## src/rtl/multicycle_controller.sv

```systemverilog
// Multicycle RISC-V style control FSM: sequences fetch/decode/execute/memory/writeback
// phases and drives datapath enables and selects as Moore outputs.
module multicycle_controller (
  input  logic       clk,
  input  logic       rst_n,
  input  logic [6:0] op,
  input  logic       zero,
  input  logic       mem_ready,
  output logic       pc_write,
  output logic       adr_src,
  output logic       ir_write,
  output logic       mem_write,
  output logic       reg_write,
  output logic [1:0] alu_src_a,
  output logic [1:0] alu_src_b,
  output logic [1:0] alu_op,
  output logic [1:0] result_src,
  output logic [1:0] imm_src,
  output logic       instr_done,
  output logic       illegal_op,
  output logic [3:0] state
);
  localparam logic [6:0] OP_LW  = 7'b0000011;
  localparam logic [6:0] OP_SW  = 7'b0100011;
  localparam logic [6:0] OP_R   = 7'b0110011;
  localparam logic [6:0] OP_I   = 7'b0010011;
  localparam logic [6:0] OP_BEQ = 7'b1100011;
  localparam logic [6:0] OP_JAL = 7'b1101111;

  typedef enum logic [3:0] {
    S_FETCH = 4'd0, S_DECODE = 4'd1, S_MEMADR = 4'd2, S_MEMREAD = 4'd3,
    S_MEMWB = 4'd4, S_MEMWRITE = 4'd5, S_EXECR = 4'd6, S_EXECI = 4'd7,
    S_ALUWB = 4'd8, S_BEQ = 4'd9, S_JAL = 4'd10
  } state_e;

  typedef struct packed {
    logic       pc_write;
    logic       adr_src;
    logic       ir_write;
    logic       mem_write;
    logic       reg_write;
    logic [1:0] alu_a;
    logic [1:0] alu_b;
    logic [1:0] alu_op;
    logic [1:0] res;
    logic       done;
    logic       illegal;
  } ctrl_t;

  state_e state_q, state_d;
  ctrl_t  ctrl, ctrl_g;

  always_ff @(posedge clk or negedge rst_n) begin
    if (!rst_n) state_q <= S_FETCH;
    else        state_q <= state_d;
  end

  always_comb begin
    state_d = S_FETCH;
    ctrl    = '0;
    case (state_q)
      S_FETCH: begin
        ctrl.alu_b = 2'b10;
        ctrl.res   = 2'b10;
        if (mem_ready) begin
          ctrl.ir_write = 1'b1;
          ctrl.pc_write = 1'b1;
          state_d       = S_DECODE;
        end else begin
          state_d = S_FETCH;
        end
      end
      S_DECODE: begin
        ctrl.alu_a = 2'b01;
        ctrl.alu_b = 2'b01;
        case (op)
          OP_LW, OP_SW: state_d = S_MEMADR;
          OP_R:         state_d = S_EXECR;
          OP_I:         state_d = S_EXECI;
          OP_BEQ:       state_d = S_BEQ;
          OP_JAL:       state_d = S_JAL;
          default: begin
            ctrl.illegal = 1'b1;
            ctrl.done    = 1'b1;
          end
        endcase
      end
      S_MEMADR: begin
        ctrl.alu_a = 2'b10;
        ctrl.alu_b = 2'b01;
        if (op == OP_LW)      state_d = S_MEMREAD;
        else if (op == OP_SW) state_d = S_MEMWRITE;
      end
      S_MEMREAD: begin
        ctrl.adr_src = 1'b1;
        state_d      = mem_ready ? S_MEMWB : S_MEMREAD;
      end
      S_MEMWB: begin
        ctrl.res       = 2'b01;
        ctrl.reg_write = 1'b1;
        ctrl.done      = 1'b1;
      end
      S_MEMWRITE: begin
        // mem_write stays high for the whole wait so memory sees a stable request
        ctrl.adr_src   = 1'b1;
        ctrl.mem_write = 1'b1;
        ctrl.done      = mem_ready;
        state_d        = mem_ready ? S_FETCH : S_MEMWRITE;
      end
      S_EXECR: begin
        ctrl.alu_a  = 2'b10;
        ctrl.alu_op = 2'b10;
        state_d     = S_ALUWB;
      end
      S_EXECI: begin
        ctrl.alu_a  = 2'b10;
        ctrl.alu_b  = 2'b01;
        ctrl.alu_op = 2'b10;
        state_d     = S_ALUWB;
      end
      S_ALUWB: begin
        ctrl.reg_write = 1'b1;
        ctrl.done      = 1'b1;
      end
      S_BEQ: begin
        ctrl.alu_a    = 2'b10;
        ctrl.alu_op   = 2'b01;
        ctrl.pc_write = zero;
        ctrl.done     = 1'b1;
      end
      S_JAL: begin
        ctrl.alu_a    = 2'b01;
        ctrl.alu_b    = 2'b10;
        ctrl.pc_write = 1'b1;
        state_d       = S_ALUWB;
      end
      default: state_d = S_FETCH;
    endcase
  end

  // Reset gates outputs combinationally so they drop the instant rst_n falls.
  assign ctrl_g     = rst_n ? ctrl : '0;
  assign state      = rst_n ? state_q : 4'd0;
  assign pc_write   = ctrl_g.pc_write;
  assign adr_src    = ctrl_g.adr_src;
  assign ir_write   = ctrl_g.ir_write;
  assign mem_write  = ctrl_g.mem_write;
  assign reg_write  = ctrl_g.reg_write;
  assign alu_src_a  = ctrl_g.alu_a;
  assign alu_src_b  = ctrl_g.alu_b;
  assign alu_op     = ctrl_g.alu_op;
  assign result_src = ctrl_g.res;
  assign instr_done = ctrl_g.done;
  assign illegal_op = ctrl_g.illegal;

  always_comb begin
    case (op)
      OP_SW:   imm_src = 2'b01;
      OP_BEQ:  imm_src = 2'b10;
      OP_JAL:  imm_src = 2'b11;
      default: imm_src = 2'b00;
    endcase
  end
endmodule

```

## config.mk

```make
export PLATFORM = sky130hd
export DESIGN_NAME = multicycle_controller
export DESIGN_NICKNAME = d
export VERILOG_FILES = /design/src/rtl/multicycle_controller.sv
export SDC_FILE = /design/constraint.sdc
export NUM_CORES = 1
export LEC_CHECK = 0
export ABC_AREA = 0
export CAP_MARGIN = 20
export CORE_MARGIN = 2
export CORE_UTILIZATION = 41
export CTS_CLUSTER_DIAMETER = 50
export DETAILED_ROUTE_END_ITERATION = 7
export PLACE_DENSITY = 0.86
export SYNTH_ARGS = -nofsm -noshare
export SYNTH_HDL_FRONTEND = slang
export SYNTH_SLANG_ARGS = --single-unit
```

## constraint.sdc

```tcl
create_clock -name clk -period 4.5 [get_ports clk]
set_input_delay 1.125 -clock clk [delete_from_list [all_inputs] [get_ports clk]]
set_output_delay 1.125 -clock clk [all_outputs]
set_load 0.05 [all_outputs]
```

==> reports/qor.yml, run 1 <==
ys_seq_elements: 4
cts_resized: 0
finalCriticalPeriod_ps: 4111
period_share: 0.9137
finalHoldViolations: 0
pwr-share-seq: 0.260
pwr-share-clk: 0.273
antenna_cells: 0
drive_gt1_frac: 0.1304
synth.area.top_cells: "dfrtp_1, nor2b_1, and2_1"
drtAntennaViolNets: 0
top_register: "state_q"
pwr-share-comb: 0.467
cpPeakStageDelay_ps: 800
grt_pass1_vias: 683
portBuffers: 31
relSlewSlack: 0.6271
worst_hold_slack_ps: 943.5
drt-total-wl_mm: 1.752
cts-root-buf: "clkbuf_4"
core_area_um2: 1350
drv_slew: 0
critPathBufInv: 2
wire_per_inst_um: 13.48
drc_errors: 0
p_sw_w: 0.00006360
crit_slowest_cell: "clkdlybuf4s50_1"
async_flop_share: 1.000
num-nets-final: 128
numCtsBuffers: 3
postCtsSetupBuffers: 0
cp_max_fo: 12
clock_sinks: 4
end_kind: "output port"
synth_most_common_cell: "nor2_1"
layoutNonFillerInstCount: 130
grt_max_degree: 20
worstMarginPinSlew_ps: 559.4
path_cells: "clkdlybuf4s50_1, nor2b_1, nor2b_1, clkdlybuf4s50_1"
nFillCells: 129
crit_arrival_ps: 2990
drt-vias-per-instance: 5.569
cp-start-kind: "input port"
dr.pass1.iters: 4
fin_worst_skew_ps: 0.2604
synth_edf_count: 0
synthTopCellsByCount: "nor2_1, nor2b_1, and2_1"
largest_register_ffs: 4
rows: 13
via_count: 724
ir_worst_vdd_mv: 0.1163
required_ps: 3380
die_width_um: 42.63
drv_cap: 0
internal_power_w: 0.00009609
cts-htree-levels: 1
clk-insertion-delay-late_ps: 230
dieArea_um2: 1817
drt-initial-drc-count: 15
synth_top_flop_cell: "dfrtp_1"
total_power_w: 0.0001597
cts.hold.buffers_added: 0
syn_area_um2: 611.8
antenna_found_initial: 0
min_path_type: "reg2reg"
rsz0062_at_grt: "false"
ys_warn_count: 0
switching_share: 0.3983
fmax_mhz: 243.2
finalSetupViolCount: 0
cts_tree: "built"
status: "completed"
cts.path.max_buffers: 2
clkTransAtPathRegs_ps: 40
leakage_nw: 0.3979
overflow: 0
synth.top_cell.area_share: 0.1636
area_delta_synth_final_pct: 50.31
dpl.hpwl_mm: 1.363
start_util: 0.4532
routabilityCongestion: 0.8211
synth-seq-area-share: 0.1636
die_h_um: 42.63
synth.distinct_cells: 34
yosysTopAreaCell: "dfrtp_1"
grt_use_total: 0.2105
top_regs: "state_q x4"
worst-setup-path-type: "in2out"
pin_count: 32
synth_cells: 86
setup_tns_ps: 0
crit_family: "buffers and inverters"
dp_cells: 127
grt_pass1_wl_mm: 3.029
syn-num-nets: 97
pwr_density_cell_nw_per_um2: 173.6
avgSynthCellArea_um2: 7.114
per-stage QoR:
stage	setup slack (ps)	utilization	area, µm²
after CTS	383.0	0.6812	919.6
after global placement	439.3	0.6645	897.1
final	388.5	0.6812	919.6
after floorplan	640.4	-	611.8
after detailed placement	386.8	0.6645	897.1
after global routing	283.1	0.6812	919.6
layer usage:
metal | track usage | up-vias | share of wire
li1 | - | 375 | -
met1 | 0.2861 | 338 | 0.47
met2 | 0.3455 | 11 | 0.51
met3 | 0.03879 | 0 | 0.022
met4 | 0.03750 | 0 | 0
met5 | 0 | - | 0
layout make-up:
cell class | count | area, µm² | area share
Multi-Input combinational cell | 73 | 469.2 | 0.5102
Timing Repair Buffer | 32 | 297.8 | 0.3238
Inverter | 3 | 11.26 | 0.01224
Tap cell | 15 | 18.77 | 0.02041
Clock buffer | 3 | 22.52 | 0.02449
Sequential cell | 4 | 100.1 | 0.1088
power by group through the flow:
stage	Clock (W)	Combinational (W)	Sequential, W
6_report	0.0000436	0.0000746	0.0000415
3_3_place_gp	0	0.0000737	0.0000419
2_1_floorplan	0	0.0000493	0.0000385
5_1_grt	0.0000466	0.0000802	0.0000421
4_1_cts	0.0000452	0.0000748	0.0000415
3_5_place_dp	0	0.0000747	0.0000419
path summary, 6_finish.rpt:
| path | from | to | slack (ps) | cells after the start |
|---|---|---|---|---|
| max | rst_n | alu_src_b[0] | 390 | 4 |
| min | state_q[1]$_DFF_PN0_ | state_q[3]$_DFF_PN0_ | 940 | 1 |
| max reg2reg | state_q[0]$_DFF_PN0_ | state_q[0]$_DFF_PN0_ | 2840 | 4 |
| min reg2reg | state_q[1]$_DFF_PN0_ | state_q[3]$_DFF_PN0_ | 940 | 1 |
| max in group asynchronous | rst_n | state_q[1]$_DFF_PN0_ | 2950 | 2 |
| min in group asynchronous | rst_n | state_q[2]$_DFF_PN0_ | 1450 | 2 |
kinds of logic after synthesis:
group | Yosys count | share of synthesized area
xor gates and xnor gates | 4 | 0.05727
muxes | 1 | 0.01636
buffers and inverters | 9 | 0.06953
and+or+nand+nor | 48 | 0.4642
DFF | 4 | 0.1636
AOI/OAI and AO/OA | 20 | 0.2290
worst reg2reg max path, stage by stage (launching register included):
cell and delay [ps]:
dfrtp_1 570, inv_1 230, nor4_1 280, a22oi_1 100
o311ai_0 350
placed cells by master, fill, tap and decap left out, drive strengths merged, types with 2 or more instances in the layout:
cell type / n
and2: 6
a21oi: 4
dfrtp: 4
o21ai: 3
inv: 3
o21a: 2
a22oi: 2
nor2b: 7
xor2: 2
and4b: 2
and3: 6
a41oi: 2
buf: 9
xnor2: 2
nor3: 5
nand2: 3
clkdlybuf4s50: 23
nand2b: 4
nor2: 9
nor4: 3
clkbuf: 3
No activity file was read; power rests on OpenSTA's default activity.
==> inputs of run 2 (changes only) <==
--- a/config.mk
+++ b/config.mk
@@ -11,6 +11,7 @@
 export CORE_UTILIZATION = 41
 export CTS_CLUSTER_DIAMETER = 50
 export DETAILED_ROUTE_END_ITERATION = 7
+export GPL_ROUTABILITY_DRIVEN = 0
 export PLACE_DENSITY = 0.86
 export SYNTH_ARGS = -nofsm -noshare
 export SYNTH_HDL_FRONTEND = slang
==> results of run 2 <==
Same layout as run 1: the final DEF is identical, and so are final timing and power.
==> inputs of run 3 (changes only) <==
--- a/config.mk
+++ b/config.mk
@@ -13,6 +13,8 @@
 export DETAILED_ROUTE_END_ITERATION = 7
 export GPL_ROUTABILITY_DRIVEN = 0
 export PLACE_DENSITY = 0.86
+export SKIP_CTS_REPAIR_TIMING = 1
+export SLEW_MARGIN = 15
 export SYNTH_ARGS = -nofsm -noshare
 export SYNTH_HDL_FRONTEND = slang
 export SYNTH_SLANG_ARGS = --single-unit
==> results of run 3 <==
Same layout as run 1: the final DEF is identical, and so are final timing and power.
